[config.mk]
export PLATFORM = sky130hd
export DESIGN_NAME = dmem_arbiter_flat
export DESIGN_NICKNAME = d
export VERILOG_FILES = /design/src/rtl/dmem_arbiter_pkg.sv /design/src/rtl/dmem_arbiter_if.sv /design/src/rtl/dmem_req_slot.sv /design/src/rtl/dmem_arbiter.sv /design/src/flat_wrapper.sv
export SDC_FILE = /design/constraint.sdc
export NUM_CORES = 1
export LEC_CHECK = 0
export CORE_MARGIN = 5
export CORE_UTILIZATION = 40
export CTS_BUF_LIST = sky130_fd_sc_hd__clkbuf_8
export DETAILED_ROUTE_END_ITERATION = 8
export PLACE_DENSITY_LB_ADDON = 0.25
export REMOVE_ABC_BUFFERS = 1
export SETUP_SLACK_MARGIN = 0.05
export SLEW_MARGIN = 20
export SYNTH_ARGS = -nofsm -noshare
export SYNTH_HDL_FRONTEND = slang
export SYNTH_SLANG_ARGS = --single-unit
[constraint.sdc]
create_clock -name clk -period 1.7 [get_ports clk]
set_input_delay 0.17 -clock clk [delete_from_list [all_inputs] [get_ports clk]]
set_output_delay 0.17 -clock clk [all_outputs]
set_load 0.02 [all_outputs]
[src/rtl/dmem_arbiter_pkg.sv]
// Shared definitions for the data-memory arbiter.
//   state_e   : arbiter FSM encoding (IDLE=0, ACCESS=1, DONE=2)
//   port_e    : requester index (PORT_CPU=0, PORT_DBG=1)
//   rr_pick   : round-robin winner between the two pending ports
package dmem_arbiter_pkg;

  localparam int unsigned ADDR_W_DEF = 12;
  localparam int unsigned DATA_W_DEF = 32;

  typedef enum logic [1:0] {
    ST_IDLE   = 2'd0,
    ST_ACCESS = 2'd1,
    ST_DONE   = 2'd2
  } state_e;

  typedef enum logic {
    PORT_CPU = 1'b0,
    PORT_DBG = 1'b1
  } port_e;

  // On a tie the port not granted last wins; a lone pending port always wins.
  function automatic port_e rr_pick(input logic cpu_pend, input logic dbg_pend,
                                    input port_e last);
    if (cpu_pend && dbg_pend) return (last == PORT_CPU) ? PORT_DBG : PORT_CPU;
    else if (dbg_pend)        return PORT_DBG;
    else                      return PORT_CPU;
  endfunction

endpackage

[src/rtl/dmem_arbiter_if.sv]
// Bus bundle between the two requesters (CPU, debug loader), the arbiter
// and the synchronous data memory.
//   cpu_*/dbg_* : request (req/we/addr/wdata) in, busy/ack/rdata out
//   mem_*       : addr/wdata/wren/rden to memory, mem_q back (1-cycle latency)
// Modports: slave = arbiter side, master = requester/memory side.
interface dmem_arbiter_if #(
  parameter int unsigned ADDR_W = 12,
  parameter int unsigned DATA_W = 32
) ();

  logic              cpu_req, cpu_we, cpu_busy, cpu_ack;
  logic [ADDR_W-1:0] cpu_addr;
  logic [DATA_W-1:0] cpu_wdata, cpu_rdata;

  logic              dbg_req, dbg_we, dbg_busy, dbg_ack;
  logic [ADDR_W-1:0] dbg_addr;
  logic [DATA_W-1:0] dbg_wdata, dbg_rdata;

  logic [ADDR_W-1:0] mem_addr;
  logic [DATA_W-1:0] mem_wdata, mem_q;
  logic              mem_wren, mem_rden;

  modport slave (
    input  cpu_req, cpu_we, cpu_addr, cpu_wdata,
    input  dbg_req, dbg_we, dbg_addr, dbg_wdata,
    input  mem_q,
    output cpu_busy, cpu_ack, cpu_rdata,
    output dbg_busy, dbg_ack, dbg_rdata,
    output mem_addr, mem_wdata, mem_wren, mem_rden
  );

  modport master (
    output cpu_req, cpu_we, cpu_addr, cpu_wdata,
    output dbg_req, dbg_we, dbg_addr, dbg_wdata,
    output mem_q,
    input  cpu_busy, cpu_ack, cpu_rdata,
    input  dbg_busy, dbg_ack, dbg_rdata,
    input  mem_addr, mem_wdata, mem_wren, mem_rden
  );

endinterface

[src/rtl/dmem_req_slot.sv]
// Per-port pending-request slot.
//   req_i/we_i/addr_i/wdata_i : request, accepted when not already pending
//   done_i                    : arbiter completing this port's transaction
//   mem_q_i                   : memory read data (valid in the done cycle)
//   pend_o/we_o/addr_o/wdata_o: latched command (pend_o doubles as busy)
//   ack_o/rdata_o             : completion pulse and load data
module dmem_req_slot #(
  parameter int unsigned ADDR_W = 12,
  parameter int unsigned DATA_W = 32
) (
  input  logic              clk,
  input  logic              rst,
  input  logic              req_i,
  input  logic              we_i,
  input  logic [ADDR_W-1:0] addr_i,
  input  logic [DATA_W-1:0] wdata_i,
  input  logic              done_i,
  input  logic [DATA_W-1:0] mem_q_i,
  output logic              pend_o,
  output logic              we_o,
  output logic [ADDR_W-1:0] addr_o,
  output logic [DATA_W-1:0] wdata_o,
  output logic              ack_o,
  output logic [DATA_W-1:0] rdata_o
);

  logic              pend_q, pend_d, we_q, we_d;
  logic [ADDR_W-1:0] addr_q, addr_d;
  logic [DATA_W-1:0] wdata_q, wdata_d, rdata_q, rdata_d;
  logic              load_done;

  assign load_done = done_i && !we_q;

  // done_i only arrives while pending, so it never coincides with an accept.
  always_comb begin
    pend_d  = pend_q;
    we_d    = we_q;
    addr_d  = addr_q;
    wdata_d = wdata_q;
    rdata_d = rdata_q;
    if (req_i && !pend_q) begin
      pend_d  = 1'b1;
      we_d    = we_i;
      addr_d  = addr_i;
      wdata_d = wdata_i;
    end else if (done_i) begin
      pend_d = 1'b0;
    end
    if (load_done) rdata_d = mem_q_i;
  end

  always_ff @(posedge clk) begin
    if (!rst) begin
      pend_q  <= 1'b0;
      we_q    <= 1'b0;
      addr_q  <= '0;
      wdata_q <= '0;
      rdata_q <= '0;
    end else begin
      pend_q  <= pend_d;
      we_q    <= we_d;
      addr_q  <= addr_d;
      wdata_q <= wdata_d;
      rdata_q <= rdata_d;
    end
  end

  assign pend_o  = pend_q;
  assign we_o    = we_q;
  assign addr_o  = addr_q;
  assign wdata_o = wdata_q;
  assign ack_o   = done_i;
  // Memory data only exists during the ack cycle, so it is forwarded
  // there and held in rdata_q afterwards.
  assign rdata_o = load_done ? mem_q_i : rdata_q;

endmodule

[src/rtl/dmem_arbiter.sv]
// Two-port round-robin arbiter (CPU, debug loader) in front of a single
// synchronous data memory.  Each transaction: IDLE (grant) -> ACCESS
// (one mem_wren/mem_rden cycle) -> DONE (ack, load data captured).
//   clk, rst : clock, synchronous active-low reset
//   bus      : dmem_arbiter_if.slave carrying cpu_*, dbg_* and mem_*
module dmem_arbiter import dmem_arbiter_pkg::*; #(
  parameter int unsigned ADDR_W = ADDR_W_DEF,
  parameter int unsigned DATA_W = DATA_W_DEF
) (
  input logic           clk,
  input logic           rst,
  dmem_arbiter_if.slave bus
);

  logic [1:0]        pend, done, cmd_we;
  logic [ADDR_W-1:0] cmd_addr  [2];
  logic [DATA_W-1:0] cmd_wdata [2];

  dmem_req_slot #(.ADDR_W(ADDR_W), .DATA_W(DATA_W)) u_cpu_slot (
    .clk(clk), .rst(rst),
    .req_i(bus.cpu_req), .we_i(bus.cpu_we), .addr_i(bus.cpu_addr), .wdata_i(bus.cpu_wdata),
    .done_i(done[PORT_CPU]), .mem_q_i(bus.mem_q),
    .pend_o(pend[PORT_CPU]), .we_o(cmd_we[PORT_CPU]),
    .addr_o(cmd_addr[PORT_CPU]), .wdata_o(cmd_wdata[PORT_CPU]),
    .ack_o(bus.cpu_ack), .rdata_o(bus.cpu_rdata)
  );

  dmem_req_slot #(.ADDR_W(ADDR_W), .DATA_W(DATA_W)) u_dbg_slot (
    .clk(clk), .rst(rst),
    .req_i(bus.dbg_req), .we_i(bus.dbg_we), .addr_i(bus.dbg_addr), .wdata_i(bus.dbg_wdata),
    .done_i(done[PORT_DBG]), .mem_q_i(bus.mem_q),
    .pend_o(pend[PORT_DBG]), .we_o(cmd_we[PORT_DBG]),
    .addr_o(cmd_addr[PORT_DBG]), .wdata_o(cmd_wdata[PORT_DBG]),
    .ack_o(bus.dbg_ack), .rdata_o(bus.dbg_rdata)
  );

  assign bus.cpu_busy = pend[PORT_CPU];
  assign bus.dbg_busy = pend[PORT_DBG];

  state_e            state_q, state_d;
  port_e             grant_q, grant_d, last_q, last_d, pick;
  logic [ADDR_W-1:0] maddr_q, maddr_d;
  logic [DATA_W-1:0] mwdata_q, mwdata_d;

  assign pick = rr_pick(pend[PORT_CPU], pend[PORT_DBG], last_q);

  // State register (grant bookkeeping and memory address/data ride along).
  always_ff @(posedge clk) begin
    if (!rst) begin
      state_q  <= ST_IDLE;
      grant_q  <= PORT_CPU;
      last_q   <= PORT_DBG;
      maddr_q  <= '0;
      mwdata_q <= '0;
    end else begin
      state_q  <= state_d;
      grant_q  <= grant_d;
      last_q   <= last_d;
      maddr_q  <= maddr_d;
      mwdata_q <= mwdata_d;
    end
  end

  // Next-state logic.
  always_comb begin
    state_d  = state_q;
    grant_d  = grant_q;
    last_d   = last_q;
    maddr_d  = maddr_q;
    mwdata_d = mwdata_q;
    case (state_q)
      ST_IDLE: begin
        if (|pend) begin
          state_d  = ST_ACCESS;
          grant_d  = pick;
          last_d   = pick;
          maddr_d  = cmd_addr[pick];
          mwdata_d = cmd_wdata[pick];
        end
      end
      ST_ACCESS: state_d = ST_DONE;
      ST_DONE:   state_d = ST_IDLE;
      default:   state_d = ST_IDLE;
    endcase
  end

  // Output logic.
  always_comb begin
    bus.mem_wren = 1'b0;
    bus.mem_rden = 1'b0;
    done         = '0;
    case (state_q)
      ST_ACCESS: begin
        bus.mem_wren = cmd_we[grant_q];
        bus.mem_rden = !cmd_we[grant_q];
      end
      ST_DONE: done[grant_q] = 1'b1;
      default: ;
    endcase
  end

  assign bus.mem_addr  = maddr_q;
  assign bus.mem_wdata = mwdata_q;

endmodule

[src/flat_wrapper.sv]
// flat-port wrapper written by rule: the top's interface ports become plain ports
module dmem_arbiter_flat import dmem_arbiter_pkg::*;
#(
  parameter int unsigned ADDR_W = ADDR_W_DEF,
  parameter int unsigned DATA_W = DATA_W_DEF
)
  (clk, rst, bus_cpu_req, bus_cpu_we, bus_cpu_addr, bus_cpu_wdata, bus_dbg_req, bus_dbg_we, bus_dbg_addr, bus_dbg_wdata, bus_mem_q, bus_cpu_busy, bus_cpu_ack, bus_cpu_rdata, bus_dbg_busy, bus_dbg_ack, bus_dbg_rdata, bus_mem_addr, bus_mem_wdata, bus_mem_wren, bus_mem_rden);
  dmem_arbiter_if #(.ADDR_W(ADDR_W), .DATA_W(DATA_W)) bus_i ();
  input logic clk;
  input logic rst;
  input wire logic [$bits(bus_i.cpu_req)-1:0] bus_cpu_req;
  input wire logic [$bits(bus_i.cpu_we)-1:0] bus_cpu_we;
  input wire logic [$bits(bus_i.cpu_addr)-1:0] bus_cpu_addr;
  input wire logic [$bits(bus_i.cpu_wdata)-1:0] bus_cpu_wdata;
  input wire logic [$bits(bus_i.dbg_req)-1:0] bus_dbg_req;
  input wire logic [$bits(bus_i.dbg_we)-1:0] bus_dbg_we;
  input wire logic [$bits(bus_i.dbg_addr)-1:0] bus_dbg_addr;
  input wire logic [$bits(bus_i.dbg_wdata)-1:0] bus_dbg_wdata;
  input wire logic [$bits(bus_i.mem_q)-1:0] bus_mem_q;
  output wire logic [$bits(bus_i.cpu_busy)-1:0] bus_cpu_busy;
  output wire logic [$bits(bus_i.cpu_ack)-1:0] bus_cpu_ack;
  output wire logic [$bits(bus_i.cpu_rdata)-1:0] bus_cpu_rdata;
  output wire logic [$bits(bus_i.dbg_busy)-1:0] bus_dbg_busy;
  output wire logic [$bits(bus_i.dbg_ack)-1:0] bus_dbg_ack;
  output wire logic [$bits(bus_i.dbg_rdata)-1:0] bus_dbg_rdata;
  output wire logic [$bits(bus_i.mem_addr)-1:0] bus_mem_addr;
  output wire logic [$bits(bus_i.mem_wdata)-1:0] bus_mem_wdata;
  output wire logic [$bits(bus_i.mem_wren)-1:0] bus_mem_wren;
  output wire logic [$bits(bus_i.mem_rden)-1:0] bus_mem_rden;
  assign bus_i.cpu_req = bus_cpu_req;
  assign bus_i.cpu_we = bus_cpu_we;
  assign bus_i.cpu_addr = bus_cpu_addr;
  assign bus_i.cpu_wdata = bus_cpu_wdata;
  assign bus_i.dbg_req = bus_dbg_req;
  assign bus_i.dbg_we = bus_dbg_we;
  assign bus_i.dbg_addr = bus_dbg_addr;
  assign bus_i.dbg_wdata = bus_dbg_wdata;
  assign bus_i.mem_q = bus_mem_q;
  assign bus_cpu_busy = bus_i.cpu_busy;
  assign bus_cpu_ack = bus_i.cpu_ack;
  assign bus_cpu_rdata = bus_i.cpu_rdata;
  assign bus_dbg_busy = bus_i.dbg_busy;
  assign bus_dbg_ack = bus_i.dbg_ack;
  assign bus_dbg_rdata = bus_i.dbg_rdata;
  assign bus_mem_addr = bus_i.mem_addr;
  assign bus_mem_wdata = bus_i.mem_wdata;
  assign bus_mem_wren = bus_i.mem_wren;
  assign bus_mem_rden = bus_i.mem_rden;
  dmem_arbiter #(.ADDR_W(ADDR_W), .DATA_W(DATA_W)) u_core (.clk(clk), .rst(rst), .bus(bus_i));
endmodule
Word level (Yosys, flattened, before mapping). Index checks and enable logic that the tools add are counted.

Bits in registers: 204. Logic and storage cells: 62.

Order comparisons: 3. Muxes and demuxes: 24. Reductions and logical operators: 16. Bitwise logic cells: 1. Equal/unequal tests: 3.

Operators by type and width (number): 32-bit 2-to-1 mux (5); 12-bit 2-to-1 mux (3); 1-bit 2-to-1 mux (12); 1-bit logical AND (6); 1-bit logical NOT (5); 2-bit 2-to-1 mux (2); 2-bit case mux with 2 select lines (1); 2-bit nonzero test (2); 2-bit by 1-bit equality test with 1-bit output, second input constant (1); 2-bit equality test, second input constant (1); 2-bit >= comparator, second input constant (1); 2-bit logical NOT (1); 1-bit by 2-bit < comparator with 1-bit output, second input constant (1); 2-bit by 1-bit != test with 1-bit output, second input constant (1); 1-bit inverter with 2-bit output (1); 2-bit AND reduction (1); 2-bit OR reduction (1); 1-bit demux with 1-bit select (1); 1-bit >= comparator, second input constant (1).

Logic depth before layout (Yosys ltp).
Depth in word-level cells: 7. Depth in mapped cells: 6. Depth with buffers taken out: 3.

Cells and area by module. A second synthesis with hierarchy kept.

Cell total of the unflattened synthesis: 1026. Area total of the unflattened synthesis: 9625.5 µm².

By module, submodules not included: dmem_req_slot (instances 2, cells each 377, seq. area each 1561.5 µm², area an instance 3689.8 µm²); dmem_arbiter (instances 1, cells each 272, seq. area each 960.9 µm², area an instance 2245.9 µm²).

Worst setup path after synthesis. OpenSTA, ideal clock, no wires.

Kind: register to register. Start: register u_core.grant_q. End: register u_core.u_dbg_slot.rdata_q[10]. Path slack: 0.043 ns. Clock period less this slack: 1.657 ns. Stages on the path, launching flop included: 6. Buffers on the path: 2. Arrival time: 1.542 ns. Path through: dfxtp_1 -> nor4bb_1 -> buf_4 -> buf_12 -> mux2_4 -> and2_1.

Longest elaborated chain between the ends: 7. Elaborated cells on any way between the ends: 8. Classes of those cells: 2 x order compare; 4 x mux; 2 x reduce/logical.

RTL lines: start: declaration (line dmem_arbiter.sv:41) `port_e grant_q, grant_d, last_q, last_d, pick;`; start signal: assignment (line dmem_arbiter.sv:57) `grant_q <= grant_d;`; 1-bit by 2-bit < comparator with 1-bit output (implied by the code) / 1-bit >= comparator (equally long branches) (line dmem_arbiter.sv:97) `ST_DONE: done[grant_q] = 1'b1;`; 1-bit logical AND (implied by the code) (line dmem_arbiter.sv:97); 1-bit 2-to-1 mux (implied by the code) (line dmem_arbiter.sv:97); 1-bit demux with 1-bit select (*); 2-bit 2-to-1 mux (*) (line dmem_arbiter.sv:92) `case (state_q)`; 1-bit logical AND (*) (line dmem_req_slot.sv:32) `assign load_done = done_i && !we_q;`; 32-bit 2-to-1 mux (*); named net bus_dbg_rdata[10] (line flat_wrapper.sv:25) `output wire logic [$bits(bus_i.dbg_rdata)-1:0] bus_dbg_rdata;`; end signal: assignment (line dmem_req_slot.sv:64) `rdata_q <= rdata_d;`; end: declaration (line dmem_req_slot.sv:29) `logic [DATA_W-1:0] wdata_q, wdata_d, rdata_q, rdata_d;`.

Mark *: on every way through the listed nets, which the timed path passes. The rest lies on a longest branch. A chain may end at the register's enable or synchronous reset.

Worst setup path in the final report.
Start: register u_core.state_q[0]. End: output bus_cpu_rdata[4].

Longest elaborated chain between the ends: 4.

RTL lines: start: declaration (line dmem_arbiter.sv:40) `state_e state_q, state_d;`; start signal: assignment (line dmem_arbiter.sv:56) `state_q <= state_d;`; 2-bit equality test (line dmem_arbiter.sv:92); 2-bit 2-to-1 mux (line dmem_arbiter.sv:92); 1-bit logical AND (line dmem_req_slot.sv:32); 32-bit 2-to-1 mux; end: declaration (line flat_wrapper.sv:22) `output wire logic [$bits(bus_i.cpu_rdata)-1:0] bus_cpu_rdata;`.

Every way passes these cells.

==> flow_summary.yaml <==
pwr:
  p_per_area_nw_per_um2: 962
  p_leak_nw: 5.04
  ir_drop_mv: 0.650
clock_network:
  cts-hold-fix-buffers: 0
  cts_root_buf: "clkbuf_8"
  cts_sinks: 204
  cts_tree: "yes"
  h-tree-depth: 2
  cts_made_buffers: 38
  clock_path_buffers: 3
  clk_pin_slew_ns: 0.06
  clkLatencyLatePin_ns: 0.51
logic_synthesis:
  synth.most_common_cell: "nand2_1"
  synthMuxAreaShare_pct: 10.6
  yosys.area_share.adder_pct: 0
  async_flop_share_pct: 0
  yosysSeqAreaShare_pct: 51.3
  synth-compound-area-share_pct: 14.0
  synth_simple_gate_area_share_pct: 19.4
  synth_top_cell_by_area: "dfxtp_1"
  syn_inst: 882
  synth_common_cells: "nand2_1 (268), dfxtp_1 (204), a21oi_1 (135)"
  synth_top_area_share_pct: 51.3
  post_synth.cell_area_avg_sq_um: 9.03
  synth.distinct_cells: 31
  synth_area_leaders: "dfxtp_1 (51%), nand2_1 (13%), a21oi_1 (8.5%)"
  synthXorXnorAreaFrac_pct: 0
  ys.flop_type: "dfxtp_1"
  yosysWarnings: 0
  ys_ff_latch: 204
  synth_edf_count: 0
  synth_top_family_by_area: "simple AND/OR/NAND/NOR gates"
  synth_area_sq_um: 7960
timing:
  finalClockSkew_ns: 0.0143
  setup_violations: 80
  final.min_clock_period_ns: 2.27
  final_hold_viol_count: 0
  holdWs_ns: 0.200
  slew-limit-headroom_pct: 71.3
  grt_setup_unrepaired: "yes"
  worst_slew_pin_slew_ns: 0.430
  fin_ws_ns: -0.567
  fmax_mhz: 441
  slew_violations: 0
  period_share_pct: 133
placement:
  dpl_cell_area_sq_um: 10900
  routabilityCongestion: 0.767
  place_ws_ns: -0.451
  hpwl_um: 15200
  port-buffer-count: 239
die:
  die_w_um: 151
  dieArea_sq_um: 22800
  core_sq_um: 19500
  row_count: 51
  start_util_pct: 40.8
  ios: 240
  dieHeight_um: 151
grt:
  grt_overflow: 0
  grt_pass1_vias: 7043
  grt_use_total_pct: 20.4
  grt_max_degree: 70
  grt_first_pass_wirelength_um: 37200
  grt_antenna_before_repair: 1
detailed_routing:
  drtIter0Drc: 371
  drc: 0
  num_vias: 7234
  dr.pass1.iters: 5
  post_drt_via_cell_ratio: 5.02
  antenna_left: 0
  wire_per_inst_um: 17.8
  drt-total-wl_um: 25600
layout:
  fill_cells: 1682
  areaGrowthSynthToFinish_pct: 53.5
  nets: 1285
  diodes: 0
  postLayoutCoreUtil_pct: 62.6
  drive_above_1_share_pct: 26.3
  final_area_sq_um: 12200
critical_path:
  worstSetupStartpoint: "u_core.state_q[0]"
  rr_startpoint: "u_core.grant_q"
  r2r_end: "u_core.u_dbg_slot.rdata_q[1]"
  arrival_ns: 2.10
  crit_path_start_kind: "register"
  rrSetupSlack_ns: -0.10
  worstPathRequired_ns: 1.53
  reg2regPathDepth: 7
  cp_max_fo: 4
  crit_path_end_kind: "primary output"
  worstSetupPathType: "register to primary output"
hold_path:
  holdPathStages: 3
  hold_path.class: "input pin to register"
  hp-start: "bus_dbg_wdata[11]"
  holdPathEnd: "u_core.u_dbg_slot.wdata_o[11]"
status:
  status: "complete, but fails checks"
  violations: "setup timing"
flow_run:
  cap_viol_max_count: 0
-- sequential cells by signal, summed over array words and instances, names as in the netlist --
| register | flops |
|---|---|
| u_core.bus.mem_wdata | 32 |
| u_core.state_q | 2 |
| u_core.u_cpu_slot.wdata_o | 32 |
| u_core.u_dbg_slot.rdata_q | 32 |
| u_core.last_q | 1 |
| u_core.u_cpu_slot.rdata_q | 32 |
| u_core.u_cpu_slot.we_o | 1 |
| u_core.grant_q | 1 |
| u_core.u_dbg_slot.we_o | 1 |
| u_core.u_dbg_slot.wdata_o | 32 |
| u_core.u_dbg_slot.addr_o | 12 |
| u_core.u_cpu_slot.pend_o | 1 |
| u_core.u_dbg_slot.pend_o | 1 |
| u_core.u_cpu_slot.addr_o | 12 |
| u_core.bus.mem_addr | 12 |
-- how the worst max path moves through the flow --
stage                                               to  cells after the start
after global placement               bus_dbg_rdata[13]                      5
after global routing                 bus_cpu_rdata[13]                      7
after detailed placement              bus_dbg_rdata[9]                      5
after CTS                             bus_dbg_rdata[9]                      5
after floorplan           u_core.u_dbg_slot.rdata_q[0]                      3
final                                 bus_cpu_rdata[4]                      7
-- cell type report --
type	instances	area [sq um]	share of cell area [%]
Sequential cell	204	4090	33.5
Multi-Input combinational cell	603	3790	31.0
Timing Repair Buffer	311	3300	27.0
Clock buffer	48	661	5.40
Tap cell	265	332	2.71
Clock inverter	10	41.3	0.338
Inverter	1	6.26	0.0512
-- layout by cell type (no fill, tap or decap), types with 9 or more instances in the layout --
cell / n
clkdlybuf4s50_1: 125
inv_1: 9
dfxtp_1: 201
clkbuf_8: 48
and2_4: 39
a311oi_1: 44
buf_6: 91
buf_4: 26
a21oi_1: 135
buf_12: 15
mux2_4: 62
and2_1: 25
dlygate4sd2_1: 46
nand2_1: 268
-- where the power goes --
| group | total, mW | internal (mW) | switching (mW) |
|---|---|---|---|
| registers | 5.23 | 5.07 | 0.153 |
| clock network | 4.44 | 2.49 | 1.94 |
| logic | 2.09 | 1.00 | 1.09 |
-- timing repair --
item,4_1_cts,5_1_grt
buffers inserted,16,12
pin swaps,3,5
endpoints found under the setup margin,142,132
gates cloned,2,2
endpoints found under the hold margin,0,0
resized for setup,394,170
-- kinds of logic (layout without fill, tap and decap cells) --
group	after synthesis	count (layout)
AND/OR/NAND/NOR	352	352
flip-flops	204	204
AO/OA/AOI/OAI	186	186
buffers and inverters	75	370
multiplexers	65	65
-- stage by stage --
stage                     TNS (ns)  cells  power (mW)
final                       -33.30   1442        11.8
after global routing        -39.11   1442        12.3
after CTS                   -35.32   1430        11.8
after detailed placement    -23.13   1354        7.33
after global placement      -21.25   1354        7.31
after floorplan            -452.93    808        6.21
-- metal layers --
metal / GRT usage, % / vias to the layer above / share of wire, %
met5: 0 / - / 0.051
met4: 7.80 / 2 / 3.1
met3: 6.22 / 59 / 9.4
met2: 33.1 / 286 / 46
met1: 25.7 / 3382 / 41
li1: - / 3505 / -
-- worst max-delay path: stages, from the launching register on --
cell	delay (ns)
dfxtp_4	0.36
nor4b_4	0.28
buf_4	0.18
buf_6	0.10
buf_12	0.11
buf_8	0.10
mux2_4	0.31
buf_6	0.14
Note: power is estimated with default switching activity, not from simulation.
